--- src/rtl/alu_pkg.sv ---
// Shared ALU/arbiter definitions: op codes, flag bit positions, FSM states, request payload.
package alu_pkg;

    localparam int unsigned DATA_W = 32;
    localparam int unsigned OP_W   = 3;
    localparam int unsigned FLAG_W = 4;
    localparam int unsigned REQ_N  = 2;

    localparam logic [OP_W-1:0] ALU_ADD = 3'b000;
    localparam logic [OP_W-1:0] ALU_SUB = 3'b001;
    localparam logic [OP_W-1:0] ALU_AND = 3'b010;
    localparam logic [OP_W-1:0] ALU_OR  = 3'b011;
    localparam logic [OP_W-1:0] ALU_SLT = 3'b101;

    localparam int unsigned FLAG_OV = 0;
    localparam int unsigned FLAG_CO = 1;
    localparam int unsigned FLAG_Z  = 2;
    localparam int unsigned FLAG_N  = 3;

    typedef enum logic [1:0] {
        IDLE = 2'd0,
        EXEC = 2'd1,
        RESP = 2'd2
    } arb_state_t;

    typedef struct packed {
        logic [DATA_W-1:0] a;
        logic [DATA_W-1:0] b;
        logic [OP_W-1:0]   op;
    } alu_req_t;

endpackage

--- src/rtl/alu_arbiter_if.sv ---
// Two-requester ALU request/response bus; master = requesters, slave = arbiter.
interface alu_arbiter_if;
    import alu_pkg::*;

    logic [REQ_N-1:0]  req_valid;
    logic [REQ_N-1:0]  req_ready;
    logic [DATA_W-1:0] req0_a;
    logic [DATA_W-1:0] req0_b;
    logic [DATA_W-1:0] req1_a;
    logic [DATA_W-1:0] req1_b;
    logic [OP_W-1:0]   req0_op;
    logic [OP_W-1:0]   req1_op;
    logic [REQ_N-1:0]  rsp_valid;
    logic [REQ_N-1:0]  rsp_ready;
    logic [DATA_W-1:0] rsp_res;
    logic [FLAG_W-1:0] rsp_flags;

    modport master (
        output req_valid, req0_a, req0_b, req1_a, req1_b, req0_op, req1_op, rsp_ready,
        input  req_ready, rsp_valid, rsp_res, rsp_flags
    );

    modport slave (
        input  req_valid, req0_a, req0_b, req1_a, req1_b, req0_op, req1_op, rsp_ready,
        output req_ready, rsp_valid, rsp_res, rsp_flags
    );

endinterface

--- src/rtl/alu_slt.sv ---
// Combinational 32-bit ALU (add/sub/and/or/slt) with {neg, zero, cout, ov} flags.
module alu_slt
    import alu_pkg::*;
(
    input  logic [DATA_W-1:0] a,
    input  logic [DATA_W-1:0] b,
    input  logic [OP_W-1:0]   op,
    output logic [DATA_W-1:0] res_c,
    output logic [FLAG_W-1:0] flags_c
);

    logic              is_slt;
    logic              is_sub;
    logic              is_logic;
    logic [DATA_W-1:0] b_eff;
    logic [DATA_W:0]   sum;
    logic [DATA_W-1:0] logic_res;
    logic [DATA_W-1:0] pre;

    // One adder serves add, sub and slt; op[2] only matters for the slt code.
    always_comb begin
        is_slt    = (op == ALU_SLT);
        is_sub    = is_slt || (op[1:0] == ALU_SUB[1:0]);
        is_logic  = !is_slt && ((op[1:0] == ALU_AND[1:0]) || (op[1:0] == ALU_OR[1:0]));
        b_eff     = is_sub ? ~b : b;
        sum       = {1'b0, a} + {1'b0, b_eff} + (DATA_W+1)'(is_sub);
        logic_res = (op[1:0] == ALU_OR[1:0]) ? (a | b) : (a & b);
        pre       = is_logic ? logic_res : sum[DATA_W-1:0];

        flags_c          = '0;
        flags_c[FLAG_N]  = pre[DATA_W-1];
        flags_c[FLAG_Z]  = (pre == '0);
        flags_c[FLAG_CO] = !is_logic && sum[DATA_W];
        flags_c[FLAG_OV] = !is_logic && (a[DATA_W-1] == b_eff[DATA_W-1])
                                     && (sum[DATA_W-1] != a[DATA_W-1]);

        res_c = is_slt ? DATA_W'(flags_c[FLAG_N] ^ flags_c[FLAG_OV]) : pre;
    end

endmodule

--- src/rtl/alu_arbiter.sv ---
// Two-requester arbiter in front of one shared ALU (IDLE -> EXEC -> RESP).
// Define ALU_ARBITER_RR_EN for round-robin arbitration; fixed priority (req0 wins) otherwise.
module alu_arbiter
    import alu_pkg::*;
(
    input  logic         clk,
    input  logic         rst_n,
    alu_arbiter_if.slave bus
);

    arb_state_t        state_q;
    arb_state_t        state_d;
    alu_req_t          req_q;
    alu_req_t          req_sel_c;
    logic              id_q;
    logic              gnt_id_c;
    logic              req_hs_c;
    logic              rsp_hs_c;
    logic [REQ_N-1:0]  req_ready_c;
    logic [REQ_N-1:0]  rsp_valid_q;
    logic [DATA_W-1:0] rsp_res_q;
    logic [FLAG_W-1:0] rsp_flags_q;
    logic [DATA_W-1:0] alu_res_c;
    logic [FLAG_W-1:0] alu_flags_c;

`ifdef ALU_ARBITER_RR_EN
    logic ptr_q;

    // ptr_q names the requester favoured on a simultaneous request.
    always_comb gnt_id_c = (&bus.req_valid) ? ptr_q : !bus.req_valid[0];

    always_ff @(posedge clk or negedge rst_n) begin
        if (!rst_n)        ptr_q <= 1'b0;
        else if (req_hs_c) ptr_q <= !gnt_id_c;
    end
`else
    always_comb gnt_id_c = !bus.req_valid[0];
`endif

    always_comb req_sel_c = gnt_id_c ? {bus.req1_a, bus.req1_b, bus.req1_op}
                                     : {bus.req0_a, bus.req0_b, bus.req0_op};

    // Next state and combinational grant.
    always_comb begin
        state_d     = state_q;
        req_ready_c = '0;
        req_hs_c    = 1'b0;
        rsp_hs_c    = 1'b0;
        case (state_q)
            IDLE: begin
                if (|bus.req_valid) begin
                    req_ready_c = gnt_id_c ? 2'b10 : 2'b01;
                    req_hs_c    = 1'b1;
                    state_d     = EXEC;
                end
            end
            EXEC: state_d = RESP;
            RESP: begin
                if (bus.rsp_ready[id_q]) begin
                    rsp_hs_c = 1'b1;
                    state_d  = IDLE;
                end
            end
            default: state_d = IDLE;
        endcase
    end

    always_ff @(posedge clk or negedge rst_n) begin
        if (!rst_n) state_q <= IDLE;
        else        state_q <= state_d;
    end

    // Operand latch and registered response.
    always_ff @(posedge clk or negedge rst_n) begin
        if (!rst_n) begin
            req_q       <= '0;
            id_q        <= 1'b0;
            rsp_valid_q <= '0;
            rsp_res_q   <= '0;
            rsp_flags_q <= '0;
        end else begin
            if (req_hs_c) begin
                req_q <= req_sel_c;
                id_q  <= gnt_id_c;
            end
            if (state_q == EXEC) begin
                rsp_valid_q <= id_q ? 2'b10 : 2'b01;
                rsp_res_q   <= alu_res_c;
                rsp_flags_q <= alu_flags_c;
            end else if (rsp_hs_c) begin
                rsp_valid_q <= '0;
            end
        end
    end

    alu_slt u_alu (
        .a       (req_q.a),
        .b       (req_q.b),
        .op      (req_q.op),
        .res_c   (alu_res_c),
        .flags_c (alu_flags_c)
    );

    assign bus.req_ready = req_ready_c;
    assign bus.rsp_valid = rsp_valid_q;
    assign bus.rsp_res   = rsp_res_q;
    assign bus.rsp_flags = rsp_flags_q;

endmodule

--- src/flat_wrapper.sv ---
// flat-port wrapper written by rule: the top's interface ports become plain ports
module alu_arbiter_flat import alu_pkg::*;
  (clk, rst_n, bus_req_valid, bus_req0_a, bus_req0_b, bus_req1_a, bus_req1_b, bus_req0_op, bus_req1_op, bus_rsp_ready, bus_req_ready, bus_rsp_valid, bus_rsp_res, bus_rsp_flags);
  alu_arbiter_if bus_i ();
  input  logic clk;
  input  logic rst_n;
  input wire logic [$bits(bus_i.req_valid)-1:0] bus_req_valid;
  input wire logic [$bits(bus_i.req0_a)-1:0] bus_req0_a;
  input wire logic [$bits(bus_i.req0_b)-1:0] bus_req0_b;
  input wire logic [$bits(bus_i.req1_a)-1:0] bus_req1_a;
  input wire logic [$bits(bus_i.req1_b)-1:0] bus_req1_b;
  input wire logic [$bits(bus_i.req0_op)-1:0] bus_req0_op;
  input wire logic [$bits(bus_i.req1_op)-1:0] bus_req1_op;
  input wire logic [$bits(bus_i.rsp_ready)-1:0] bus_rsp_ready;
  output wire logic [$bits(bus_i.req_ready)-1:0] bus_req_ready;
  output wire logic [$bits(bus_i.rsp_valid)-1:0] bus_rsp_valid;
  output wire logic [$bits(bus_i.rsp_res)-1:0] bus_rsp_res;
  output wire logic [$bits(bus_i.rsp_flags)-1:0] bus_rsp_flags;
  assign bus_i.req_valid = bus_req_valid;
  assign bus_i.req0_a = bus_req0_a;
  assign bus_i.req0_b = bus_req0_b;
  assign bus_i.req1_a = bus_req1_a;
  assign bus_i.req1_b = bus_req1_b;
  assign bus_i.req0_op = bus_req0_op;
  assign bus_i.req1_op = bus_req1_op;
  assign bus_i.rsp_ready = bus_rsp_ready;
  assign bus_req_ready = bus_i.req_ready;
  assign bus_rsp_valid = bus_i.rsp_valid;
  assign bus_rsp_res = bus_i.rsp_res;
  assign bus_rsp_flags = bus_i.rsp_flags;
  alu_arbiter u_core (.clk(clk), .rst_n(rst_n), .bus(bus_i));
endmodule
--- config.mk ---
export PLATFORM = sky130hd
export DESIGN_NAME = alu_arbiter_flat
export DESIGN_NICKNAME = d
export VERILOG_FILES = /design/src/rtl/alu_pkg.sv /design/src/rtl/alu_arbiter_if.sv /design/src/rtl/alu_slt.sv /design/src/rtl/alu_arbiter.sv /design/src/flat_wrapper.sv
export SDC_FILE = /design/constraint.sdc
export NUM_CORES = 1
export LEC_CHECK = 0
export CORE_AREA = 2 2 137 240
export DETAILED_ROUTE_END_ITERATION = 8
export DIE_AREA = 0 0 139 242
export PLACE_DENSITY = 0.48
export SYNTH_ARGS = -nofsm -noshare
export SYNTH_HDL_FRONTEND = slang
export SYNTH_SLANG_ARGS = --single-unit
export TNS_END_PERCENT = 1
--- constraint.sdc ---
create_clock -name clk -period 4.3 [get_ports clk]
set_input_delay 0.43 -clock clk [delete_from_list [all_inputs] [get_ports clk]]
set_output_delay 0.43 -clock clk [all_outputs]
set_load 0.05 [all_outputs]
==> out/results.ini, run 1 <==
[worst_hold_path]
hold_path_class = in -> async

[synthesis]
synth-edff-count = 0
synthArstFlopShare_pct = 100
ys_seq_elements = 108
syn-num-nets = 1078
yosysUniqueCellTypes = 74
synth_warnings = 0
syn_area_mm2 = 0.00785
synth_ff_type = dfrtp_1
synth.avg_cell_area_um2 = 8.70
syn_inst = 902
yosysSeqAreaShare_pct = 34.4

[global_routing]
grt_max_degree = 84
grt-ovfl-total = 0
grt_pass1_wl_mm = 40.9
first_global_vias = 7174
antenna_found_initial = 0
track_usage_pct = 15.4

[clock_network]
clkTransAtPathRegs_ns = 0.07
cts.path.max_buffers = 2
clock-sinks = 108
htree_num_levels = 3
cts_tree = done
root_buffer = clkbuf_16
cts_made_buffers = 9
clock_latency_ns = 0.38

[sta]
period_minus_slack_ns = 4.07
tightest_slew_ns = 1.03
drv_slew = 0
setup_viol = 0
fin_tns_setup_ns = 0
max_freq_mhz = 246
slew_headroom_pct = 30.2
skew_ns = 0.00738
fin_crit_sh_pct = 94.7
grt_setup_unrepaired = no
final_hold_viol_count = 0

[finish]
area_growth_pct = 31.6
nNetsFinal = 1225
num_antenna_cells = 0
layout-drive-gt1-share_pct = 4.75

[die]
core-area_mm2 = 0.0318
ios = 180
start_util_pct = 24.7
dieWidth_um = 139
rows = 87
dieArea_mm2 = 0.0336
die_h_um = 242

[critical_path]
crit_path_start = u_core.req_q[1]$_DFFE_PN0P_
end_kind = flip-flop
worstPathArrival_ns = 4.38
timing.critical_path.required_ns = 4.61
reg2reg_slack_ns = 0.23
r2r_end = u_core.bus.rsp_flags[2]$_DFFE_PN0P_
start_kind = flip-flop
critPathKind = reg -> reg
path_max_fanout = 25
reg2regPathDepth = 13
critPathCapture = u_core.bus.rsp_flags[2]$_DFFE_PN0P_
crit-reg2reg-launch = u_core.req_q[1]$_DFFE_PN0P_

[routing]
totalWireLength_mm = 25.9
viasPerCell = 5.02
drt_iter0_drc = 416
drt_pass1_iterations = 5
wl_per_cell_um = 17.8
route.antenna.remaining_nets = 0
vias = 7298
remaining_drc_errors = 0

[place]
place.gp.congestion = 0.923
port_buffers = 179
place_hpwl_mm = 20.6

[run]
max-cap-violations = 0

[outcome]
status = complete, no violations

-- layout by cell type, fill, tap and decap left out, types with 4 or more instances in the layout --
master             n
a211o_1            5
a211oi_1          10
a21o_1             8
a21oi_1          108
a22o_1            12
a31oi_1            5
a32oi_1            5
and3_1             6
buf_4             13
clkbuf_16          9
clkdlybuf4s50_1  177
dfrtp_1          107
ha_1              35
inv_1             14
maj3_1            22
mux2i_1           68
nand2_1           74
nand2b_1           6
nand3_1           11
nand4_1           12
nor2_1           101
nor2b_1            9
nor3_1            17
nor4_1             8
o211ai_1           9
o21a_1             8
o21ai_0           55
o21bai_1           5
o31a_1             4
o31ai_1           10
or3_1              5
or4_1              5
xnor2_1            8
xor2_1            34
-- worst max-delay path, stage by stage (launching register included) --
cell and delay (ns):
dfrtp_2 0.43, nor2b_4 0.32, buf_12 0.26, xor2_1 0.17
ha_1 0.32, a21oi_1 0.37, o21ai_0 0.24, nor3_1 0.23
or4b_2 0.61, o211ai_1 0.20, o21ai_0 0.14, nor4_1 0.40
nand4_1 0.17, o21ai_1 0.15
-- kinds of logic after synthesis --
logic type | Yosys count | synth area share (%)
mux | 68 | 8.67
fa+ha+maj | 58 | 8.64
flops | 108 | 34.4
xor+xnor | 42 | 4.69
compound gates | 281 | 23.5
simple gates | 273 | 16.4
buf+inv | 72 | 3.70
-- worst min-delay path by stage --
stage               startpoint                                  end  slack, ns  cells after the start
finish                   rst_n         u_core.req_q[57]$_DFFE_PN0P_       0.47                      2
global route             rst_n         u_core.req_q[26]$_DFFE_PN0P_       0.49                      2
CTS                      rst_n         u_core.req_q[57]$_DFFE_PN0P_       0.49                      2
detailed placement       rst_n         u_core.req_q[57]$_DFFE_PN0P_       0.32                      1
global placement         rst_n         u_core.req_q[57]$_DFFE_PN0P_       0.32                      1
floorplan                rst_n  u_core.bus.rsp_flags[0]$_DFFE_PN0P_       0.13                      0
-- sequential cells by signal, indices dropped and copies added (netlist names) --
register / count
u_core.req_q: 67
u_core.bus.rsp_res: 32
u_core.bus.rsp_flags: 4
u_core.bus.rsp_valid: 2
u_core.state_q: 2
u_core.id_q: 1
-- what timing repair did --
item                       4_1_cts  5_1_grt
hold endpoints to repair        18        0
setup endpoints to repair        0        1
setup buffers                    0        0
resized for setup                0        1
hold buffers                     1        0
-- cells in the mapped netlist, types with 8 or more instances --
| cell | number | area, µm² |
|---|---|---|
| nand2_1 | 74 | 278 |
| a21oi_1 | 108 | 541 |
| nand3_1 | 11 | 55.1 |
| a22o_1 | 12 | 105 |
| o21a_1 | 9 | 67.6 |
| nand4_1 | 12 | 75.1 |
| maj3_1 | 22 | 220 |
| dfrtp_1 | 108 | 2700 |
| o31ai_1 | 10 | 75.1 |
| buf_1 | 11 | 41.3 |
| buf_2 | 10 | 50.1 |
| clkbuf_1 | 35 | 131 |
| nor2_1 | 101 | 379 |
| a211oi_1 | 10 | 75.1 |
| a21o_1 | 8 | 60.1 |
| nor4_1 | 8 | 50.1 |
| nor2b_1 | 10 | 62.6 |
| o21ai_0 | 55 | 275 |
| ha_1 | 35 | 438 |
| xnor2_1 | 8 | 70.1 |
| o211ai_1 | 9 | 67.6 |
| nor3_1 | 17 | 85.1 |
| xor2_1 | 34 | 298 |
| mux2i_1 | 68 | 681 |
| inv_1 | 14 | 52.6 |
-- per-layer routing --
metal / vias to the layer above / routed length [µm] / track usage (%)
met2: 190 / 13000 / 26.5
met1: 3448 / 11300 / 19.3
met3: 39 / 777 / 1.70
met4: 0 / 828 / 6.86
li1: 3621 / - / -
met5: - / 0 / 0
-- through the flow --
stage | instances | setup WS, ns | util (%) | hold WS (ns) | instance area (µm²)
5_1_grt | 1453 | 0.0351 | 32.5 | 0.490 | 10300
2_1_floorplan | 902 | 0.535 | - | 0.134 | 7850
6_report | 1453 | 0.228 | 32.5 | 0.473 | 10300
3_3_place_gp | 1437 | 0.0451 | 31.6 | 0.320 | 10000
3_5_place_dp | 1437 | 0.102 | 31.6 | 0.324 | 10000
4_1_cts | 1453 | 0.0760 | 32.5 | 0.487 | 10300
-- area by class of cell --
| type | instances | area, µm² |
|---|---|---|
| Clock buffer | 11 | 243 |
| Clock inverter | 4 | 26.3 |
| Fill cell | 3366 | 21500 |
| Inverter | 15 | 56.3 |
| Multi-Input combinational cell | 722 | 4880 |
| Sequential cell | 108 | 2700 |
| Tap cell | 400 | 500 |
| Timing Repair Buffer | 193 | 1920 |
Power of run 1 is left out: the tool's default activity adds up to more than one toggle a clock period on the data nets, which glitch-free logic cannot reach.
==> inputs of run 2 (changes only) <==
--- a/config.mk
+++ b/config.mk
@@ -8,6 +8,7 @@
 export CORE_AREA = 2 2 137 240
 export DETAILED_ROUTE_END_ITERATION = 8
 export DIE_AREA = 0 0 139 242
+export MAX_ROUTING_LAYER = met4
 export PLACE_DENSITY = 0.48
 export SYNTH_ARGS = -nofsm -noshare
 export SYNTH_HDL_FRONTEND = slang
==> out/results.ini, run 2 (same netlist as run 1, synthesis figures left out) <==
[place]
port_buffers = 179
place_hpwl_mm = 20.5
place.gp.congestion = 0.935
pre_cts_slack_ns = 0.416
placed_cell_area_mm2 = 0.0101

[global_routing]
first_global_vias = 7155
antenna_found_initial = 0
grt_pass1_wl_mm = 40.5
grt-ovfl-total = 0
track_usage_pct = 15.8
grt_max_degree = 79

[run]
max-cap-violations = 0

[die]
dieArea_mm2 = 0.0336
rows = 87
dieWidth_um = 139
ios = 180
die_h_um = 242
start_util_pct = 24.7
core-area_mm2 = 0.0318

[routing]
viasPerCell = 4.96
drt_iter0_drc = 329
remaining_drc_errors = 0
vias = 7242
route.antenna.remaining_nets = 0
drt_pass1_iterations = 4
wl_per_cell_um = 17.6
totalWireLength_mm = 25.6

[clock_network]
clock-sinks = 108
cts_resized = 0
cts_made_buffers = 9
clock_latency_ns = 0.38
clkTransAtPathRegs_ns = 0.07
htree_num_levels = 3
holdBufCountCts = 0
post-cts-setup-buffers = 0
cts.path.max_buffers = 2
root_buffer = clkbuf_16
cts_tree = done

[finish]
area_growth_pct = 32.2
layout-drive-gt1-share_pct = 5.19
final_area_mm2 = 0.0104
multiInputGateArea_mm2 = 0.00487
largest_reg_flops = 67
regMostFlops = u_core.req_q
nNetsFinal = 1230
final_cell_mix = clkdlybuf4s50_1 (177), a21oi_1 (108), dfrtp_1 (107)
regArea_mm2 = 0.00270
num_antenna_cells = 0
fill_cells = 3359
layout_commonest_cell = clkdlybuf4s50_1

[critical_path]
critPathKind = reg -> reg
crit-reg2reg-launch = u_core.req_q[1]$_DFFE_PN0P_
path_max_fanout = 11
worstPathArrival_ns = 4.13
end_kind = flip-flop
reg2regPathDepth = 13
start_kind = flip-flop
timing.critical_path.required_ns = 4.59
reg2reg_slack_ns = 0.45
r2r_end = u_core.bus.rsp_res[0]$_DFFE_PN0P_

[sta]
slew_headroom_pct = 33.6
drv_slew = 0
final_hold_viol_count = 0
skew_ns = 0.00606
period_minus_slack_ns = 3.85
grt_setup_unrepaired = no
worst_slack_ns = 0.454
max_freq_mhz = 260
setup_viol = 0
tightest_slew_ns = 0.984
fin_crit_sh_pct = 89.4
fin_tns_setup_ns = 0

[outcome]
status = complete, no violations

[worst_hold_path]
hold_path_class = in -> async

## run 2: layer usage
metal / track usage [%] / wire, µm / share of wire (%)
met1: 19.3 / 11100 / 43
met2: 26.2 / 12800 / 50
met3: 2.51 / 912 / 3.6
met4: 6.39 / 821 / 3.2
met5: - / 0 / 0
## run 2: how the worst max path moves through the flow
stage,startpoint,to
after CTS,u_core.req_q[1]$_DFFE_PN0P_,u_core.bus.rsp_res[0]$_DFFE_PN0P_
after floorplan,u_core.req_q[1]$_DFFE_PN0P_,u_core.bus.rsp_flags[2]$_DFFE_PN0P_
after global routing,u_core.req_q[1]$_DFFE_PN0P_,u_core.bus.rsp_res[0]$_DFFE_PN0P_
after global placement,u_core.req_q[1]$_DFFE_PN0P_,u_core.bus.rsp_res[0]$_DFFE_PN0P_
after detailed placement,u_core.req_q[1]$_DFFE_PN0P_,u_core.bus.rsp_res[0]$_DFFE_PN0P_
final,u_core.req_q[1]$_DFFE_PN0P_,u_core.bus.rsp_res[0]$_DFFE_PN0P_
## run 2: area by class of cell
type | count | share of cell area, %
multi-input combinational | 722 | 46.9
clock buffer | 13 | 2.51
timing repair buffer | 198 | 18.7
tap | 400 | 4.82
sequential | 108 | 26.1
inverter | 15 | 0.542
clock inverter | 3 | 0.422
## run 2: stage by stage
stage,hold WS (ns),std cells,util [%]
after floorplan,0.134,902,-
after global placement,0.446,1443,31.7
after detailed placement,0.447,1443,31.7
after CTS,0.0276,1459,32.7
after global routing,0.0500,1459,32.7
final,0.0171,1459,32.7
## run 2: critical path, stage by stage (launching register included)
cell,delay (ns)
dfrtp_2,0.43
nor2b_4,0.13
buf_4,0.22
xor2_1,0.16
ha_1,0.37
a2111oi_4,0.40
a32oi_1,0.23
o22ai_2,0.31
nor2_2,0.13
o41ai_1,0.50
a21oi_1,0.16
a21oi_1,0.31
a211oi_1,0.15
o31ai_1,0.25
Power of run 2 is left out for the same reason.
==> inputs of run 3 (changes only) <==
--- a/config.mk
+++ b/config.mk
@@ -5,10 +5,9 @@
 export SDC_FILE = /design/constraint.sdc
 export NUM_CORES = 1
 export LEC_CHECK = 0
-export CORE_AREA = 2 2 137 240
+export CORE_AREA = 2 2 181 183
 export DETAILED_ROUTE_END_ITERATION = 8
-export DIE_AREA = 0 0 139 242
-export MAX_ROUTING_LAYER = met4
+export DIE_AREA = 0 0 183 185
 export PLACE_DENSITY = 0.48
 export SYNTH_ARGS = -nofsm -noshare
 export SYNTH_HDL_FRONTEND = slang
==> out/results.ini, run 3 (same netlist as run 1, synthesis figures left out) <==
[routing]
drt_pass1_iterations = 5
remaining_drc_errors = 0
wl_per_cell_um = 17.3
drt_iter0_drc = 451
vias = 7233
route.antenna.remaining_nets = 0
viasPerCell = 4.94
totalWireLength_mm = 25.4

[clock_network]
cts_tree = done
htree_num_levels = 3
root_buffer = clkbuf_16
clkTransAtPathRegs_ns = 0.08
cts_made_buffers = 9
post-cts-setup-buffers = 0
clock_latency_ns = 0.37
cts.path.max_buffers = 2
clock-sinks = 108
cts_resized = 0

[sta]
slew_headroom_pct = 25.2
period_minus_slack_ns = 3.90
setup_viol = 0
grt_setup_unrepaired = no
fin_crit_sh_pct = 90.6
final_hold_viol_count = 0
max_freq_mhz = 257
tightest_slew_ns = 1.12
skew_ns = 0.0127
drv_slew = 0
fin_tns_setup_ns = 0

[place]
placed_cell_area_mm2 = 0.0101
port_buffers = 179
place.gp.congestion = 0.901
place_hpwl_mm = 19.9

[critical_path]
reg2reg_slack_ns = 0.40
reg2regPathDepth = 13
start_kind = flip-flop
crit-reg2reg-launch = u_core.req_q[1]$_DFFE_PN0P_
worstPathArrival_ns = 4.19
end_kind = flip-flop
critPathKind = reg -> reg
path_max_fanout = 9
timing.critical_path.required_ns = 4.59
r2r_end = u_core.bus.rsp_flags[2]$_DFFE_PN0P_

[die]
core-area_mm2 = 0.0320
ios = 180
dieArea_mm2 = 0.0339
rows = 66
die_h_um = 185
dieWidth_um = 183
start_util_pct = 24.5

[finish]
final_cell_mix = clkdlybuf4s50_1 (177), a21oi_1 (108), dfrtp_1 (107)
regMostFlops = u_core.req_q
final_area_mm2 = 0.0104
largest_reg_flops = 67
layout_commonest_cell = clkdlybuf4s50_1
nNetsFinal = 1227
fill_cells = 3392
layout-drive-gt1-share_pct = 4.92
area_growth_pct = 32.2
num_antenna_cells = 0

[global_routing]
antenna_found_initial = 0
grt_max_degree = 108
track_usage_pct = 15.2
first_global_vias = 6869
grt-ovfl-total = 0
grt_pass1_wl_mm = 40.2

[outcome]
status = complete, no violations

[run]
max-cap-violations = 0

[worst_hold_path]
hold_path_class = in -> async

[run 3: per-layer routing]
| metal | share of wire [%] | GRT usage, % |
|---|---|---|
| met5 | 0 | 0 |
| met4 | 1.5 | 4.42 |
| met3 | 4.1 | 1.89 |
| met2 | 41 | 21.7 |
| met1 | 53 | 23.7 |
[run 3: worst max-delay path by stage]
| stage | from | endpoint | cells after the start |
|---|---|---|---|
| after floorplan | u_core.req_q[1]$_DFFE_PN0P_ | u_core.bus.rsp_flags[2]$_DFFE_PN0P_ | 15 |
| after global placement | u_core.req_q[1]$_DFFE_PN0P_ | u_core.bus.rsp_flags[2]$_DFFE_PN0P_ | 13 |
| after detailed placement | u_core.req_q[1]$_DFFE_PN0P_ | u_core.bus.rsp_flags[2]$_DFFE_PN0P_ | 13 |
| after CTS | u_core.req_q[1]$_DFFE_PN0P_ | u_core.bus.rsp_flags[2]$_DFFE_PN0P_ | 13 |
| after global routing | u_core.req_q[1]$_DFFE_PN0P_ | u_core.bus.rsp_flags[2]$_DFFE_PN0P_ | 13 |
| final | u_core.req_q[1]$_DFFE_PN0P_ | u_core.bus.rsp_flags[2]$_DFFE_PN0P_ | 13 |
[run 3: through the flow]
stage | worst slack [ns] | hold slack, ns | util (%) | std cells
after global placement | 0.501 | 0.229 | 31.4 | 1447
after floorplan | 0.535 | 0.134 | - | 902
final | 0.404 | 0.385 | 32.4 | 1464
after global routing | 0.160 | 0.406 | 32.4 | 1464
after CTS | 0.464 | 0.378 | 32.4 | 1464
after detailed placement | 0.472 | 0.230 | 31.4 | 1447
[run 3: timing repair]
action	in CTS	in global routing
endpoints found under the hold margin	1	0
setup endpoints to repair	0	0
hold buffers	1	0
[run 3: worst max-delay path, stage by stage (launching register included)]
cell and delay (ns):
dfrtp_2 0.43, nor2b_4 0.31, buf_4 0.23, xor2_1 0.16, ha_1 0.33, and3_1 0.24
a221oi_2 0.43, o211ai_2 0.24, a31o_2 0.35, a2111oi_4 0.41, o21ai_0 0.16, nor4_1 0.23
nand4_1 0.14, o21ai_1 0.16
[run 3: layout make-up]
type	count	area [µm²]	area share, %
sequential	108	2700	26.1
clock buffer	10	229	2.21
multi-input combinational	722	4870	47.0
inverter	15	56.3	0.543
tap	408	510	4.92
clock inverter	6	70.1	0.675
timing repair buffer	195	1930	18.6
Power of run 3 is left out for the same reason.
